`config.mk`:
```
export PLATFORM = sky130hd
export DESIGN_NAME = ifetch_queue
export DESIGN_NICKNAME = d
export VERILOG_FILES = /design/src/rtl/ifetch_queue.sv
export SDC_FILE = /design/constraint.sdc
export NUM_CORES = 1
export LEC_CHECK = 0
export BUFFER_PORTS_ARGS = -buffer_cell sky130_fd_sc_hd__buf_4
export CAP_MARGIN = 20
export CORE_ASPECT_RATIO = 0.5
export CORE_MARGIN = 5
export CORE_UTILIZATION = 40
export DETAILED_ROUTE_END_ITERATION = 8
export SLEW_MARGIN = 30
export SYNTH_ARGS = -nofsm -noshare
export SYNTH_HDL_FRONTEND = slang
export SYNTH_SLANG_ARGS = --single-unit
```
`constraint.sdc`:
```
create_clock -name clk -period 5.73 [get_ports clk]
set_input_delay 0.573 -clock clk [delete_from_list [all_inputs] [get_ports clk]]
set_output_delay 0.573 -clock clk [all_outputs]
set_load 0.01 [all_outputs]
```
`src/rtl/ifetch_queue.sv`:
```
// ifetch_queue: sequential instruction prefetch buffer between imem and IF/ID.
// Redirects flush the queue and turn every outstanding fetch into a discard.
module ifetch_queue #(
   parameter int          DEPTH    = 4,
   parameter logic [31:0] RESET_PC = 32'h0000_0000
) (
   input  logic        clk,
   input  logic        rst,
   input  logic        redirect,
   input  logic [31:0] redirect_pc,
   output logic        imem_req_valid,
   input  logic        imem_req_ready,
   output logic [31:0] imem_req_addr,
   input  logic        imem_rsp_valid,
   input  logic [31:0] imem_rsp_data,
   output logic        inst_valid,
   input  logic        inst_ready,
   output logic [31:0] inst_data,
   output logic [31:0] inst_pcplus4
);
   localparam int AW = $clog2(DEPTH);
   localparam int CW = AW + 1;
   localparam int DW = AW + 4;

   logic [31:0]   q_inst [DEPTH];
   logic [31:0]   q_pc4  [DEPTH];
   logic [31:0]   tag    [DEPTH];
   logic [AW-1:0] q_wp, q_rp, t_wp, t_rp;
   logic [CW-1:0] occ, inflight;
   logic [DW-1:0] drop;
   logic          accept, rsp, rsp_live, pop;

   // inflight counts live fetches only; fetches killed by a redirect live in drop
   always_comb begin
      imem_req_valid = !rst && !redirect && (({1'b0, occ} + {1'b0, inflight}) < (CW+1)'(DEPTH));
      inst_valid     = occ != '0 && !redirect;
      accept         = imem_req_valid && imem_req_ready;
      rsp            = imem_rsp_valid && (inflight != '0 || drop != '0);
      rsp_live       = rsp && drop == '0;
      pop            = inst_valid && inst_ready;
      inst_data      = q_inst[q_rp];
      inst_pcplus4   = q_pc4[q_rp];
   end

   always_ff @(posedge clk) begin
      if (rst) begin
         imem_req_addr <= RESET_PC;
         q_wp          <= '0;
         q_rp          <= '0;
         t_wp          <= '0;
         t_rp          <= '0;
         occ           <= '0;
         inflight      <= '0;
         drop          <= '0;
         for (int i = 0; i < DEPTH; i++) begin
            q_inst[i] <= '0;
            q_pc4[i]  <= '0;
            tag[i]    <= '0;
         end
      end else if (redirect) begin
         imem_req_addr <= redirect_pc;
         occ           <= '0;
         q_rp          <= q_wp;
         inflight      <= '0;
         t_rp          <= t_wp;
         drop          <= drop + DW'(inflight) - DW'(rsp);
      end else begin
         if (accept) begin
            imem_req_addr <= imem_req_addr + 32'd4;
            tag[t_wp]     <= imem_req_addr + 32'd4;
            t_wp          <= t_wp + AW'(1);
         end
         if (rsp && drop != '0)
            drop <= drop - DW'(1);
         if (rsp_live) begin
            q_inst[q_wp] <= imem_rsp_data;
            q_pc4[q_wp]  <= tag[t_rp];
            q_wp         <= q_wp + AW'(1);
            t_rp         <= t_rp + AW'(1);
         end
         if (pop)
            q_rp <= q_rp + AW'(1);
         inflight <= inflight + CW'(accept) - CW'(rsp_live);
         occ      <= occ + CW'(rsp_live) - CW'(pop);
      end
   end
endmodule

```
* Yosys cells after proc, flatten, opt, wreduce, memory -nomap -nowiden
Memory sizes are Yosys's and may differ from the RTL's. A register that Yosys moved wholly into a read port is not among the register bits.
Cells that the tools add are included.
** Word-level totals
- Input bits :: 70
- Memories kept :: 3
- Output and inout port bits :: 98
- RAM bits :: 384
- Register bits :: 52
** Memory list
- q_inst :: words 4, width 32, read ports 1, clocked after memory_dff 1, wr ports 4, line 25 : logic [31:0] q_inst [DEPTH];
- q_pc4 :: words 4, width 32, read ports 1, clocked after memory_dff 1, wr ports 4, line 26 : logic [31:0] q_pc4 [DEPTH];
- tag :: words 4, width 32, read ports 1, clocked after memory_dff 1, wr ports 4, line 27 : logic [31:0] tag [DEPTH];
** Cells by class
- Mux-type cells :: 33
- Bitwise gates (word level) :: 1
- Add/subtract/negate cells :: 13
- Order comparisons :: 1
- Reduce and logical (&&, ||, !) cells :: 25
** Operator list (count)
- 2-to-1 mux 32 bit :: 5
- OR reduction 32 bit :: 3
- adder 32 x 3 -> 32 bit (second input constant) :: 1
- 2-to-1 mux 2 bit :: 13
- 2-to-1 mux 1 bit :: 13
- 2-to-1 mux 6 bit :: 2
- adder 2 x 1 -> 2 bit (second input constant) :: 4
- logical AND 1 bit :: 8
- nonzero test 2 bit :: 4
- adder 3 x 1 -> 3 bit :: 2
- adder 6 x 3 -> 6 bit :: 1
- logical NOT 6 bit :: 1
- nonzero test 3 bit :: 2
- nonzero test 6 bit :: 1
- subtractor 3 x 1 -> 3 bit :: 2
- subtractor 6 x 1 -> 6 bit :: 1
- subtractor 6 x 1 -> 6 bit (second input constant) :: 1
- adder 3 x 3 -> 4 bit :: 1
- < comparator 4 x 3 -> 1 bit (second input constant) :: 1
- AND reduction 2 bit :: 2
- logical NOT 1 bit :: 2
- OR reduction 2 bit :: 1
- logical OR 1 bit :: 1
- NOT 1 bit :: 1

* Longest topological paths before layout
Gate-level depths: netlist of run 1.
- Depth in word-level cells :: 10
- Gate-level depth with buffers :: 16
- Mapped depth without buffers :: 15

* Least setup slack after synthesis of run 1
No wires, ideal clock.
- Path kind :: register to register
- Start point :: register drop[0]
- End point :: memory q_inst[1][0], enable pin
- Setup time :: 499 ps
- Slack :: 948 ps
- Path buffers :: 1
- Stages on the path, launching flop included :: 8
- Arrival time :: 4283 ps
- Clock period less this slack :: 4782 ps
- Cell sequence :: dfxtp_1 -> inv_1 -> ha_1 -> nand4bb_1 -> clkbuf_1 -> nor3_1 -> nand2_1 -> o21bai_1
** RTL lines
- start, declared :: line 30 : logic [DW-1:0] drop;
- start signal, assigned :: line 66 : drop <= drop + DW'(inflight) - DW'(rsp);
- start signal, assigned :: line 74 : drop <= drop - DW'(1);
- end, declared :: line 25

==> results of run 1 <==
==> metal layers <==
layer	share of wire	global-route usage
met1	0.42	0.2280
met2	0.50	0.2988
met4	0.022	0.04243
met5	0	0
met3	0.050	0.03237
==> worst register-to-register path, stage by stage, from the launching register on <==
cell,delay [ns]
dfxtp_1,0.40
ha_1,0.29
or4b_4,0.55
nor3_4,0.28
inv_2,0.45
nor2_2,0.30
nand2_2,0.44
nand2b_1,0.45
buf_4,0.42
==> power by group <==
group / switching [mW] / leakage, nW / internal (mW)
combinational: 0.425 / 3.52 / 0.325
sequential: 0.0763 / 4.43 / 3.62
clock: 1.18 / 0.689 / 1.71
==> synthesized netlist by cell type, drive strengths merged (12+ instances only) <==
library cell  count
nor2            158
xor2             22
and3             71
nand2            34
nand3            19
and2            200
mux4             96
edfxtp          384
dfxtp            56
clkbuf           69
a22oi            12
nor3             15
inv              43
a21oi            16
xnor2            38
buf              25
ha               18
==> cells by family (layout without fill, tap and decap cells) <==
logic type	Yosys count	after routing
flops	440	440
simple gates	549	549
compound gates	74	74
xor+xnor	60	60
other cells	0	3
fa+ha+maj	21	21
buf+inv	137	312
mux	102	102
==> cells in the final DEF, fill, tap and decap left out, types with 16 or more instances in the layout <==
master	n
inv_1	41
buf_4	189
nor2_2	32
nand3_1	19
edfxtp_1	384
clkbuf_16	45
and3_1	71
xnor2_1	38
and2_1	200
nor2_1	125
xor2_1	22
dfxtp_1	52
nand2_1	32
ha_1	18
a21oi_1	16
mux4_2	96
==> per-stage QoR <==
step           instance area, um^2  cells  total power, mW  hold WS [ns]
2_1_floorplan                19830   1383            4.231        0.4813
3_3_place_gp                 21720   2128            4.490        0.5122
3_5_place_dp                 21780   2131            4.520        0.5298
4_1_cts                      23200   2207            7.409        0.2157
5_1_grt                      23200   2207            7.623        0.2210
6_report                     23210   2210            7.335        0.2365
==> registers in the layout, summed over array words and instances, names as in the netlist, named ones only <==
| register | count |
|---|---|
| q_rp | 2 |
| inflight | 3 |
| imem_req_addr | 32 |
| t_rp | 2 |
| q_inst | 128 |
| occ | 3 |
| q_wp | 2 |
| tag | 128 |
| t_wp | 2 |
| q_pc4 | 128 |
| drop | 6 |
==> how the worst max path moves through the flow <==
stage	depth (start not counted)	endpoint	slack (ns)
final	8	tag[1][1]$_SDFFCE_PN0P_	1.81
after global routing	8	tag[1][5]$_SDFFCE_PN0P_	1.51
after CTS	8	tag[1][1]$_SDFFCE_PN0P_	1.75
after detailed placement	8	tag[1][13]$_SDFFCE_PN0P_	1.53
after global placement	8	tag[1][13]$_SDFFCE_PN0P_	1.67
after floorplan	7	q_inst[1][0]$_SDFFCE_PN0P_	0.95
==> layout make-up <==
| class | count | area, um^2 | area share |
|---|---|---|---|
| multi-input combinational | 806 | 6654 | 0.2867 |
| antenna | 3 | 7.507 | 0.0003235 |
| timing repair buffer | 193 | 1489 | 0.06416 |
| tap | 649 | 812.0 | 0.03499 |
| sequential | 440 | 12660 | 0.5456 |
| clock inverter | 19 | 250.2 | 0.01078 |
| inverter | 43 | 161.4 | 0.006955 |
| clock buffer | 57 | 1171 | 0.05046 |
==> flow_summary_export.csv, run 1 <==
group,metric,value,unit
cells_and_area,postLayoutCoreUtil,0.4757,
synthesis,synth-edff-count,384,
sta,fin_crit_sh,0.6845,
setup_path,cp-startpoint,"inflight[2]$_SDFF_PP0_",
sta,clock-skew-final,0.01312,ns
setup_path,path_max_fanout,47,
sta,tns,0,ns
cts,cts_sinks,440,
power,power.density,316.1,nW/um^2
global_route,grt_pass1_vias,12520,
worst_hold_path,hp-class,"primary input to flip-flop",
worst_hold_path,worstHoldEndpoint,"imem_req_addr[22]$_SDFFE_PP0N_",
sta,grt_setup_unrepaired,"no",
floorplanning,start_util,0.4064,
worst_hold_path,holdPathStages,3,
global_route,antenna_found_initial,0,
floorplanning,rows,57,
synthesis,yosysTopAreaCellShare,0.5816,
cts,htreeDepth,2,
synthesis,synth_xor_area_frac,0.02651,
cts,hold_buffers,0,
synthesis,avgSynthCellArea,14.33,um^2
setup_path,worstReg2RegEnd,"tag[1][1]$_SDFFCE_PN0P_",
sta,final_hold_viol_count,0,
floorplanning,die_h,167.4,um
setup_path,criticalPathCategory,"flip-flop to flip-flop",
setup_path,cp.arrival,4.12,ns
cells_and_area,finish.net_count,1618,
synthesis,ys_seq_area_frac,0.6382,
synthesis,synth-seq-cells,440,
synthesis,syn_inst,1383,
setup_path,path_delay_family,"simple AND/OR/NAND/NOR gates",
setup_path,r2r-start,"inflight[2]$_SDFF_PP0_",
setup_path,startpoint_type,"flip-flop",
cts,root_buffer,"clkbuf_16",
placed_design,io_buffers,167,
floorplanning,die_x,324.8,um
synthesis,synthTopCellsByArea,"edfxtp_1 58%, mux4_2 11%, and2_1 6.3%, dfxtp_1 5.7%, nor2_1 2.4%",
global_route,grt-ovfl-total,0,
worst_hold_path,min_from,"redirect_pc[22]",
floorplanning,ios,168,
sta,slew_violations,0,
route,route.detailed.drc,0,
synthesis,ys_dominant_reg_cell,"edfxtp_1",
sta,setup_violations,0,
sta,period_minus_slack,3.922,ns
status,status,"finished, final reports clean",
cells_and_area,fillers,4217,
route,num_vias,11770,
setup_path,worst_path_largest_cell_delay,0.55,ns
route,wire_per_inst,21.59,um
global_route,grt_max_degree,71,
route,drt_iter0_markers,883,
cts,clk_path_buf_depth,3,
sta,fmax,255.0,MHz
setup_path,crit_chain,"ha_1 -> or4b_4 -> nor3_4 -> inv_2 -> nor2_2 -> nand2_2 -> nand2b_1 -> buf_4",
synthesis,synth-compound-area-share,0.02449,
synthesis,synth_warnings,0,
sta,slew_headroom,0.3534,
floorplanning,dieArea,54390,um^2
route,drtAntennaViolNets,0,
cts,postCtsSetupBuffers,0,
sta,worstMarginPinSlew,0.9685,ns
cts,clk_pin_slew_worst_paths,0.06,ns
setup_path,ff2ff_path_depth,8,
flow_run,max_cap_violations,0,
synthesis,synthDistinctLibCells,59,
global_route,grt_pass1_wl,74030,um
synthesis,syn_nets,1474,
synthesis,synthMuxAreaShare,0.1121,
cts,numCtsBuffers,43,
synthesis,synth_top_family_by_area,"simple AND/OR/NAND/NOR gates",
floorplanning,coreArea,48780,um^2
global_route,track_usage,0.1727,
cts,cts_tree,"done",
setup_path,reg2reg_slack,1.81,ns
cells_and_area,syn2layout_area_growth,17.06,%
placed_design,pre_cts_slack,1.526,ns
route,wirelength,47720,um
setup_path,worstPathRequired,5.93,ns
power,power.leakage,8.631,nW
synthesis,syn_area,19830,um^2
setup_path,end_kind,"flip-flop",
synthesis,synth_fa_ha_area_frac,0.01439,
placed_design,place_congestion,0.7918,
cts,ctsResizeCount,0,
synthesis,synth_top_cell_by_area,"edfxtp_1",
power,ir_worst_vdd,190.7,uV
setup_path,critPathBufInv,2,
synthesis,async_reset_ff_frac,0,
sta,layout_setup_ws,1.808,ns
placed_design,dp_hpwl,29700,um
synthesis,yosys.area_share.simple,0.1556,
route,via_per_inst,5.326,
cells_and_area,drive_gt1_frac,0.2561,
setup_path,slowest_stage,"or4b_4",
route,drt_first_pass_iters,5,
cts,clk_latency,0.54,ns
Note: power is estimated with default switching activity, not from simulation.
==> inputs of run 2 (changes only) <==
- ABC_AREA: default -> 1
- clock period: 5.73 -> 3.16 ns (I/O delays scaled with it)
==> run 2 against run 1 <==
Net effect:
- count of clock-buffer cells in the layout is 2 higher
- worst setup slack worse by 1.5 ns
- register-to-register slack worse by 1.5 ns
- via count is 27% higher
- worst hold slack worse by 0.19 ns
- sequential share of layout area is 0.89 points lower
- first-iteration DRC count is 33% higher
- utilization is 0.47 points lower
==> flow_summary_export.csv, run 2 <==
group,metric,value,unit
cts,cts_tree,"done",
setup_path,worst_path_largest_cell_delay,0.39,ns
placed_design,io_buffers,167,
setup_path,path_delay_family,"adder cells",
synthesis,synth-seq-cells,440,
global_route,grt_max_degree,107,
global_route,grt-ovfl-total,0,
cts,clk_pin_slew_worst_paths,0.06,ns
placed_design,placed_area,22230,um^2
route,num_vias,14990,
route,wire_per_inst,18.28,um
route,wirelength,53420,um
status,status,"finished, final reports clean",
global_route,met2_usage,0.3204,
route,drt_first_pass_iters,5,
power,report.power.total,13.02,mW
placed_design,pre_cts_slack,0.3762,ns
sta,fin_hold_ws,0.04340,ns
setup_path,criticalPathCategory,"flip-flop to flip-flop",
synthesis,synth_most_common_cell,"nor2_1",
global_route,track_usage,0.1905,
flow_run,max_cap_violations,0,
cells_and_area,multi_input_area,6369,um^2
synthesis,yosysTopAreaCellShare,0.5708,
sta,layout_setup_ws,0.3487,ns
cells_and_area,finish.net_count,2321,
route,route.detailed.drc,0,
cts,clk_latency,0.55,ns
setup_path,path_max_fanout,5,
route,drtAntennaViolNets,0,
global_route,grt_util_met3,0.02879,
sta,clock-skew-final,0.02090,ns
synthesis,ys_dominant_reg_cell,"edfxtp_1",
cts,root_buffer,"clkbuf_16",
placed_design,place_congestion,0.8929,
floorplanning,ios,168,
cells_and_area,syn2layout_area_growth,16.75,%
sta,slew_violations,0,
setup_path,startpoint_type,"flip-flop",
placed_design,dp_hpwl,33160,um
synthesis,syn_area,20200,um^2
worst_hold_path,hp-class,"primary input to flip-flop",
synthesis,synthTopCellsByArea,"edfxtp_1 57%, nor2_1 8.4%, nand2_1 7.0%, dfxtp_1 5.5%, o21ai_0 4.2%",
global_route,met1_usage,0.2644,
power,power.leakage,9.449,nW
sta,grt_setup_unrepaired,"no",
cts,hold_buffers,0,
cells_and_area,fillers,4729,
sta,setup_violations,0,
cells_and_area,top_regs,"q_inst: 128 flops, q_pc4: 128 flops, tag: 128 flops",
synthesis,synth_top_cell_by_area,"edfxtp_1",
power,ir_worst_vdd,318.4,uV
power,power.density,552.0,nW/um^2
sta,tns,0,ns
synthesis,synth_warnings,0,
synthesis,synth-edff-count,384,
setup_path,slowest_stage,"fa_1",
cells_and_area,postLayoutCoreUtil,0.4710,
cells_and_area,finalNonFillerCells,2923,
floorplanning,start_util,0.4034,
synthesis,async_reset_ff_frac,0,
setup_path,worstPathRequired,3.59,ns
route,via_per_inst,5.129,
route,drt_iter0_markers,1176,
sta,slew_headroom,0.3945,
cells_and_area,seqCellArea,12660,um^2
floorplanning,die_x,327.8,um
cts,clk_path_buf_depth,3,
sta,worstMarginPinSlew,0.9073,ns
setup_path,end_kind,"flip-flop",
global_route,top_usage_layer,"met2",
cts,numCtsBuffers,43,
floorplanning,rows,58,
sta,period_minus_slack,2.811,ns
floorplanning,coreArea,50070,um^2
sta,fmax,355.7,MHz
cells_and_area,final_cell_mix,"451 x nor2_1, 384 x edfxtp_1, 373 x nand2_1",
cts,postCtsSetupBuffers,0,
setup_path,critPathBufInv,3,
synthesis,syn_nets,2191,
synthesis,ys_seq_area_frac,0.6263,
cells_and_area,n_antenna_cell,0,
sta,final_hold_viol_count,0,
cts,cts_sinks,440,
floorplanning,dieArea,55370,um^2
synthesis,syn_inst,2100,
cts,ctsResizeCount,0,
setup_path,cp.arrival,3.24,ns
synthesis,synthDistinctLibCells,34,
cts,htreeDepth,2,
synthesis,synth_commonest_cells,"451 x nor2_1, 384 x edfxtp_1, 376 x nand2_1",
global_route,grt_pass1_vias,14820,
placed_design,placedCellCount,2845,
global_route,grt_pass1_wl,83670,um
synthesis,avgSynthCellArea,9.620,um^2
global_route,antenna_found_initial,0,
cells_and_area,layout_commonest_cell,"nor2_1",
floorplanning,die_h,168.9,um
cells_and_area,drive_gt1_frac,0.1498,
sta,fin_crit_sh,0.8896,
cells_and_area,design_area,23590,um^2
setup_path,crit_chain,"inv_1 -> ha_1 -> nand2_2 -> nor2_4 -> nand2_2 -> nand2_1 -> nand2_1 -> ha_1 -> inv_1 -> ha_1 -> inv_1 -> fa_1 -> nand3b_1 -> a21oi_1 -> nor2_1 -> nor2_1 -> nor2_1",
==> run 2: cell count changes after synthesis, sizes merged, moves of 18 or more <==
cell and change:
nand2 +346, nor2 +334, and2 -200, o21ai +159, inv +129, mux4 -96
and3 -71, o22ai +62, nor3 +51, nand3 +46, xnor2 -32, a21oi +31
clkbuf +18
==> run 2: layout make-up <==
cell class,instances,share of cell area
Multi-Input combinational cell,1362,0.2700
Sequential cell,440,0.5367
Inverter,174,0.02780
Clock inverter,19,0.005889
Clock buffer,59,0.05167
Timing Repair Buffer,209,0.07289
Tap cell,660,0.03501
==> run 2: cells by family (layout without fill, tap and decap cells) <==
group | count (synthesis) | after routing | share of synthesized area
flip-flops | 440 | 440 | 0.6263
adder cells (fa/ha/maj) | 21 | 21 | 0.01412
XOR/XNOR | 13 | 13 | 0.005636
AO/OA/AOI/OAI | 316 | 316 | 0.08801
buffers and inverters | 298 | 461 | 0.06107
AND/OR/NAND/NOR | 1012 | 1012 | 0.2049
==> run 2: worst reg2reg max path: cells and delay by family, from the launching register on <==
family	cells	cell delay, ns
fa+ha+maj	4	1.05
simple gates	9	0.92
flops	1	0.32
buf+inv	3	0.25
compound gates	1	0.15
==> run 2: where the power goes <==
part	total, mW	internal, mW	leakage [nW]	switching [mW]
combinational	1.32	0.481	4.35	0.835
clock	5.03	2.86	0.670	2.17
sequential	6.67	6.54	4.43	0.128
==> run 2: worst paths after layout <==
check | slack, ns | cells after the start | from | end
worst max-delay path | 0.35 | 17 | drop[0]$_SDFFE_PP0P_ | drop[4]$_SDFFE_PP0P_
worst min-delay path | 0.04 | 2 | rst | q_wp[0]$_SDFFE_PP0P_
worst max register to register | 0.35 | 17 | drop[0]$_SDFFE_PP0P_ | drop[4]$_SDFFE_PP0P_
worst min register to register | 0.48 | 2 | t_wp[1]$_SDFFE_PP0P_ | t_wp[1]$_SDFFE_PP0P_
==> run 2: metal layers <==
layer / share of wire / wire length [um]
met2: 0.48 / 25630
met3: 0.054 / 2893
met1: 0.45 / 23980
met5: 0 / 0
met4: 0.017 / 914
